$ cat config.mk
export PLATFORM = sky130hd
export DESIGN_NAME = instr_fetch_unit
export DESIGN_NICKNAME = d
export VERILOG_FILES = /design/src/rtl/instr_fetch_unit.sv
export SDC_FILE = /design/constraint.sdc
export NUM_CORES = 1
export LEC_CHECK = 0
export ABC_AREA = 1
export BUFFER_PORTS_ARGS = -buffer_cell sky130_fd_sc_hd__buf_2
export CORE_MARGIN = 5
export CORE_UTILIZATION = 55
export DETAILED_ROUTE_END_ITERATION = 10
export GPL_ROUTABILITY_DRIVEN = 0
export PLACE_DENSITY_LB_ADDON = 0.05
export REMOVE_ABC_BUFFERS = 1
export SETUP_SLACK_MARGIN = 0.5
export SYNTH_ARGS = -nofsm -noshare
export SYNTH_HDL_FRONTEND = slang
export SYNTH_SLANG_ARGS = --single-unit
$ cat constraint.sdc
create_clock -name clk -period 1.5 [get_ports clk]
set_input_delay 0.225 -clock clk [delete_from_list [all_inputs] [get_ports clk]]
set_output_delay 0.225 -clock clk [all_outputs]
set_load 0.02 [all_outputs]
$ cat src/rtl/instr_fetch_unit.sv
// Fetch stage: holds the PC, issues word fetches to a 1-cycle synchronous imem and
// presents instr/pc/valid to the decoder through an output slot plus a 1-entry skid buffer.
module instr_fetch_unit #(
  parameter logic [31:0] RESET_PC = 32'h0000_0000,
  parameter logic [31:0] PC_STEP  = 32'd4
) (
  input  logic        clk,
  input  logic        rst,
  input  logic        ip_stall,
  input  logic        ip_branch_taken,
  input  logic [31:0] ip_branch_target,
  output logic        op_imem_req,
  output logic [31:0] op_imem_addr,
  input  logic [31:0] ip_imem_rdata,
  output logic [31:0] op_instr,
  output logic [31:0] op_instr_pc,
  output logic        op_instr_valid,
  output logic        op_misaligned
);

  // Decoder handshake: an instruction transfers in any cycle where op_instr_valid=1 and
  // ip_stall=0; while ip_stall=1 with valid=1, op_instr/op_instr_pc are held unchanged.

  typedef enum logic {
    RUN  = 1'b0,
    HALT = 1'b1
  } state_e;

  state_e      state_q, state_d;
  logic [31:0] pc_q, pc_d;
  logic        inflight_q, inflight_d;
  logic [31:0] inflight_pc_q, inflight_pc_d;
  logic        skid_valid_q, skid_valid_d;
  logic [31:0] skid_instr_q, skid_instr_d;
  logic [31:0] skid_pc_q, skid_pc_d;
  logic        out_valid_q, out_valid_d;
  logic [31:0] out_instr_q, out_instr_d;
  logic [31:0] out_pc_q, out_pc_d;
  logic        misaligned_q, misaligned_d;

  logic advance;
  logic redirect;
  logic req;

  assign advance  = !ip_stall || !out_valid_q;
  assign redirect = (state_q == RUN) && ip_branch_taken;
  // Never fetch when the skid could be needed but is occupied, so a response always has a home.
  assign req = (state_q == RUN) && !rst && !ip_branch_taken && !skid_valid_q
               && !(ip_stall && out_valid_q);

  always_comb begin
    state_d       = state_q;
    pc_d          = pc_q;
    inflight_d    = req;
    inflight_pc_d = inflight_pc_q;
    skid_valid_d  = skid_valid_q;
    skid_instr_d  = skid_instr_q;
    skid_pc_d     = skid_pc_q;
    out_valid_d   = out_valid_q;
    out_instr_d   = out_instr_q;
    out_pc_d      = out_pc_q;
    misaligned_d  = misaligned_q;

    if (req) begin
      pc_d          = pc_q + PC_STEP;
      inflight_pc_d = pc_q;
    end

    if (redirect) begin
      skid_valid_d = 1'b0;
      out_valid_d  = 1'b0;
      if (ip_branch_target[1:0] != 2'b00) begin
        state_d      = HALT;
        misaligned_d = 1'b1;
      end else begin
        pc_d = ip_branch_target;
      end
    end else if (inflight_q) begin
      if (advance && !skid_valid_q) begin
        out_valid_d = 1'b1;
        out_instr_d = ip_imem_rdata;
        out_pc_d    = inflight_pc_q;
      end else if (advance) begin
        out_valid_d  = 1'b1;
        out_instr_d  = skid_instr_q;
        out_pc_d     = skid_pc_q;
        skid_instr_d = ip_imem_rdata;
        skid_pc_d    = inflight_pc_q;
      end else begin
        skid_valid_d = 1'b1;
        skid_instr_d = ip_imem_rdata;
        skid_pc_d    = inflight_pc_q;
      end
    end else if (advance) begin
      if (skid_valid_q) begin
        out_valid_d  = 1'b1;
        out_instr_d  = skid_instr_q;
        out_pc_d     = skid_pc_q;
        skid_valid_d = 1'b0;
      end else begin
        out_valid_d = 1'b0;
      end
    end
  end

  always_ff @(posedge clk) begin
    if (rst) begin
      state_q       <= RUN;
      pc_q          <= RESET_PC;
      inflight_q    <= 1'b0;
      inflight_pc_q <= 32'h0;
      skid_valid_q  <= 1'b0;
      skid_instr_q  <= 32'h0;
      skid_pc_q     <= 32'h0;
      out_valid_q   <= 1'b0;
      out_instr_q   <= 32'h0;
      out_pc_q      <= 32'h0;
      misaligned_q  <= 1'b0;
    end else begin
      state_q       <= state_d;
      pc_q          <= pc_d;
      inflight_q    <= inflight_d;
      inflight_pc_q <= inflight_pc_d;
      skid_valid_q  <= skid_valid_d;
      skid_instr_q  <= skid_instr_d;
      skid_pc_q     <= skid_pc_d;
      out_valid_q   <= out_valid_d;
      out_instr_q   <= out_instr_d;
      out_pc_q      <= out_pc_d;
      misaligned_q  <= misaligned_d;
    end
  end

  assign op_imem_req    = req;
  assign op_imem_addr   = pc_q;
  assign op_instr       = out_instr_q;
  assign op_instr_pc    = out_pc_q;
  assign op_instr_valid = out_valid_q;
  assign op_misaligned  = misaligned_q;

endmodule

==> summary.txt <==
GRT
  – Largest net degree at the start of global routing: 74
  – Overflow after GRT: 0
  – GRT Overall Usage: 0.270
  – Initial antenna violation count: 0
  – First-pass GRT wire length: 39.1 mm
  – Vias in the first global route: 7604

Layout
  – Diodes inserted: 0
  – Layout Nets: 1440
  – Fillcell total: 710
  – Fraction of layout cells with a size suffix above 1: 0.425
  – Util after Layout: 0.874
  – P&R area growth vs syn: 55.3%
  – Layout Cells excl Fill: 1567

Clocking
  – CTS Buf Count: 17
  – Clock slew seen by the registers of the worst setup and hold paths: 0.07 ns
  – CTS HTree Levels: 4
  – Root buffer cell: clkbuf_16
  – CTS tree: built
  – Clock Path Buffers: 2
  – Clk_lat worst skew: 0.45 ns
  – Clock sink count: 196

Run status
  – Outcome: finished, violations left
  – Violated checks: setup timing

Placement
  – DP Cell Count: 1457
  – Pre-CTS WS: -0.0287 ns
  – HPWL reported at the end of detailed placement: 14.2 mm
  – IO buf count: 166

Routing
  – Post-route ant nets: 0
  – Routed Wire Length: 32.6 mm
  – TritonRoute pass-1 iters: 7
  – Residual DRC: 0
  – Initial drt markers: 1155
  – DR WL/cell: 20.8 um
  – Via count: 9492
  – Via/cell ratio: 6.06

Worst setup path
  – Critical path class: reg2reg
  – Worst path arrival time: 2.03 ns
  – Worst r2r path cells: 7
  – Worst r2r dst: skid_instr_q[4]
  – Critical Path RT: 1.81 ns
  – Crit start category: flop
  – Slowest cell on crit path: bufbuf_16
  – CP max stage delay: 0.36 ns
  – Critical Path Start: op_instr_valid
  – Worst Setup End Kind: flop
  – Worst R2R Start: op_instr_valid
  – Cell Chain, Critical Path: nand2_4, nand2_4, buf_4, nand3_4, bufbuf_16, o21ai_0, a21oi_1
  – R2R Setup Slk: -0.21 ns
  – Most frequent CP cell: nand2_4
  – Worst Path Max Fanout: 14

Synth
  – Sequential fraction of the synthesis area: 0.478
  – Mapped Cells: 1125
  – YS warnings: 0
  – Synthesized area: 8220 um^2
  – Syn_area_per_cell: 7.30 um^2
  – Largest cells by area after synthesis: dfxtp_1 (48%), o21ai_0 (15%), a21oi_1 (9.6%), nor2_1 (6.7%), inv_1 (5.3%)
  – Top cell type's share of synthesized area: 0.478
  – Post-synth top area cell: dfxtp_1
  – Unique masters post-synth: 34
  – Yosys reg bits: 196

Die
  – Die X: 132 um
  – Initial Util: 0.563
  – Die H: 132 um
  – I/O pin cnt: 167
  – DIE AREA: 17500 um^2
  – Core area: 14600 um^2
  – Row Count: 44

STA
  – Slew margin rel.: 0.652
  – Period utilisation layout: 1.14
  – Measured slew at the worst slew-check pin: 0.517 ns
  – Finish-stage setup viols: 68
  – Pins Over Slew Limit: 0
  – RSZ-0062 raised after global routing: true
  – Clock Skew: 0.0127 ns
  – Minimum clock period: 1.71 ns
  – Setup TNS: -2.39 ns
  – Max Freq: 584 MHz
  – Final hold vios: 0
  – Setup WS post-layout: -0.213 ns

Min path
  – Hold EP: op_instr[25]
  – Hold crit path type: in2reg
  – Worst Hold Launch: ip_imem_rdata[25]
  – Hold path depth: 3

Power
  – Power after layout: 12.4 mW
  – Pwr dens: 972 nW/um^2
  – Worst-case vdd ir drop: 0.856 mV
  – Static Leak: 5.48 nW

Job
  – Max-Cap Viols: 0
## metal layers
layer	wire [um]	global-route usage
met5	0	0
met2	15200	0.434
met3	3390	0.0576
met4	1800	0.0865
met1	12200	0.365
## worst max-delay path by stage
stage	endpoint	slack, ns	depth (start not counted)
after floorplan	op_instr[15]	-3.07	6
after global routing	skid_instr_q[4]	-0.22	7
final	skid_instr_q[4]	-0.21	7
after CTS	op_imem_req	0.002	5
after detailed placement	op_imem_addr[30]	-0.03	10
after global placement	op_imem_addr[30]	0.003	10
## cells in the mapped netlist
| library cell | number |
|---|---|
| nor4_1 | 1 |
| nand2_2 | 3 |
| nand3_4 | 1 |
| clkinv_1 | 1 |
| nand3_1 | 18 |
| a21o_1 | 2 |
| nor3b_1 | 1 |
| ha_1 | 1 |
| o21ai_1 | 4 |
| o221ai_1 | 1 |
| xor2_1 | 11 |
| nor3_1 | 1 |
| nand4_1 | 3 |
| xnor2_1 | 5 |
| a21oi_1 | 158 |
| buf_2 | 20 |
| o211ai_1 | 1 |
| nor2_1 | 147 |
| clkbuf_1 | 51 |
| nor2_8 | 1 |
| inv_1 | 115 |
| inv_2 | 3 |
| nor2_2 | 4 |
| buf_1 | 1 |
| buf_6 | 1 |
| o21bai_1 | 7 |
| nand2_1 | 111 |
| nand3_2 | 1 |
| nor2_4 | 3 |
| dfxtp_1 | 196 |
| a21oi_2 | 2 |
| clkbuf_2 | 2 |
| o21ai_0 | 247 |
| buf_4 | 1 |
## where the power goes
| part | total, mW | leakage, nW | internal [mW] | switching, mW |
|---|---|---|---|---|
| Clock | 4.72 | 0.288 | 2.61 | 2.12 |
| Combinational | 2.09 | 3.58 | 0.917 | 1.17 |
| Sequential | 5.58 | 1.61 | 5.40 | 0.180 |
| Total | 12.4 | 5.48 | 8.93 | 3.47 |
## cells by family (layout without fill, tap and decap cells)
family | count (synthesis) | after routing | synth area share
buf+inv | 195 | 453 | 0.0938
xor+xnor | 16 | 16 | 0.0171
compound gates | 422 | 422 | 0.261
flops | 196 | 196 | 0.478
fa+ha+maj | 1 | 1 | 0.00152
simple gates | 295 | 295 | 0.149
## per-stage QoR
| stage | hold slack [ns] | instance area (um^2) |
|---|---|---|
| after global routing | 0.0277 | 12800 |
| final | 0.0258 | 12800 |
| after CTS | 0.0184 | 11000 |
| after global placement | 0.431 | 9580 |
| after detailed placement | 0.437 | 9580 |
| after floorplan | 0.294 | 7890 |
## registers in the layout (all words and copies together), names as in the netlist
name            flops
op_instr           32
inflight_pc_q      32
skid_instr_q       32
op_misaligned       1
op_imem_addr       32
op_instr_valid      1
skid_valid_q        1
op_instr_pc        32
inflight_q          1
skid_pc_q          32
## cell type report
| class | count | area (um^2) | area share |
|---|---|---|---|
| clock buffer | 22 | 474 | 0.0372 |
| timing repair buffer | 303 | 2960 | 0.232 |
| inverter | 119 | 452 | 0.0354 |
| tap | 184 | 230 | 0.0180 |
| multi-input combinational | 734 | 4530 | 0.355 |
| sequential | 196 | 4000 | 0.313 |
| clock inverter | 9 | 116 | 0.00912 |
## cell usage in the layout, fill, tap and decap left out, types with 18 or more instances in the layout
cell / n
a21oi_1: 104
a21oi_2: 52
buf_12: 23
buf_2: 147
buf_4: 48
buf_6: 53
clkbuf_16: 28
dfxtp_1: 166
inv_1: 109
nand2_1: 84
nand2_2: 18
nor2_1: 107
nor2_2: 23
nor2_4: 24
o21ai_0: 124
o21ai_1: 59
o21ai_2: 57
## worst max-delay path, delay by kind of cell (launching register included)
family	cells	cell delay, ns
AO/OA/AOI/OAI	2	0.38
buffers and inverters	2	0.50
flip-flops	1	0.35
AND/OR/NAND/NOR	3	0.36
## repair_timing
| item | CTS | global route |
|---|---|---|
| cloned | 13 | 14 |
| pin swaps | 14 | 80 |
| hold endpoints to repair | 0 | 0 |
| gates resized for setup | 100 | 434 |
| setup buffers | 17 | 35 |
| setup endpoints to repair | 291 | 291 |
| hold buffers | 0 | 0 |
No activity file was read; power rests on OpenSTA's default activity.
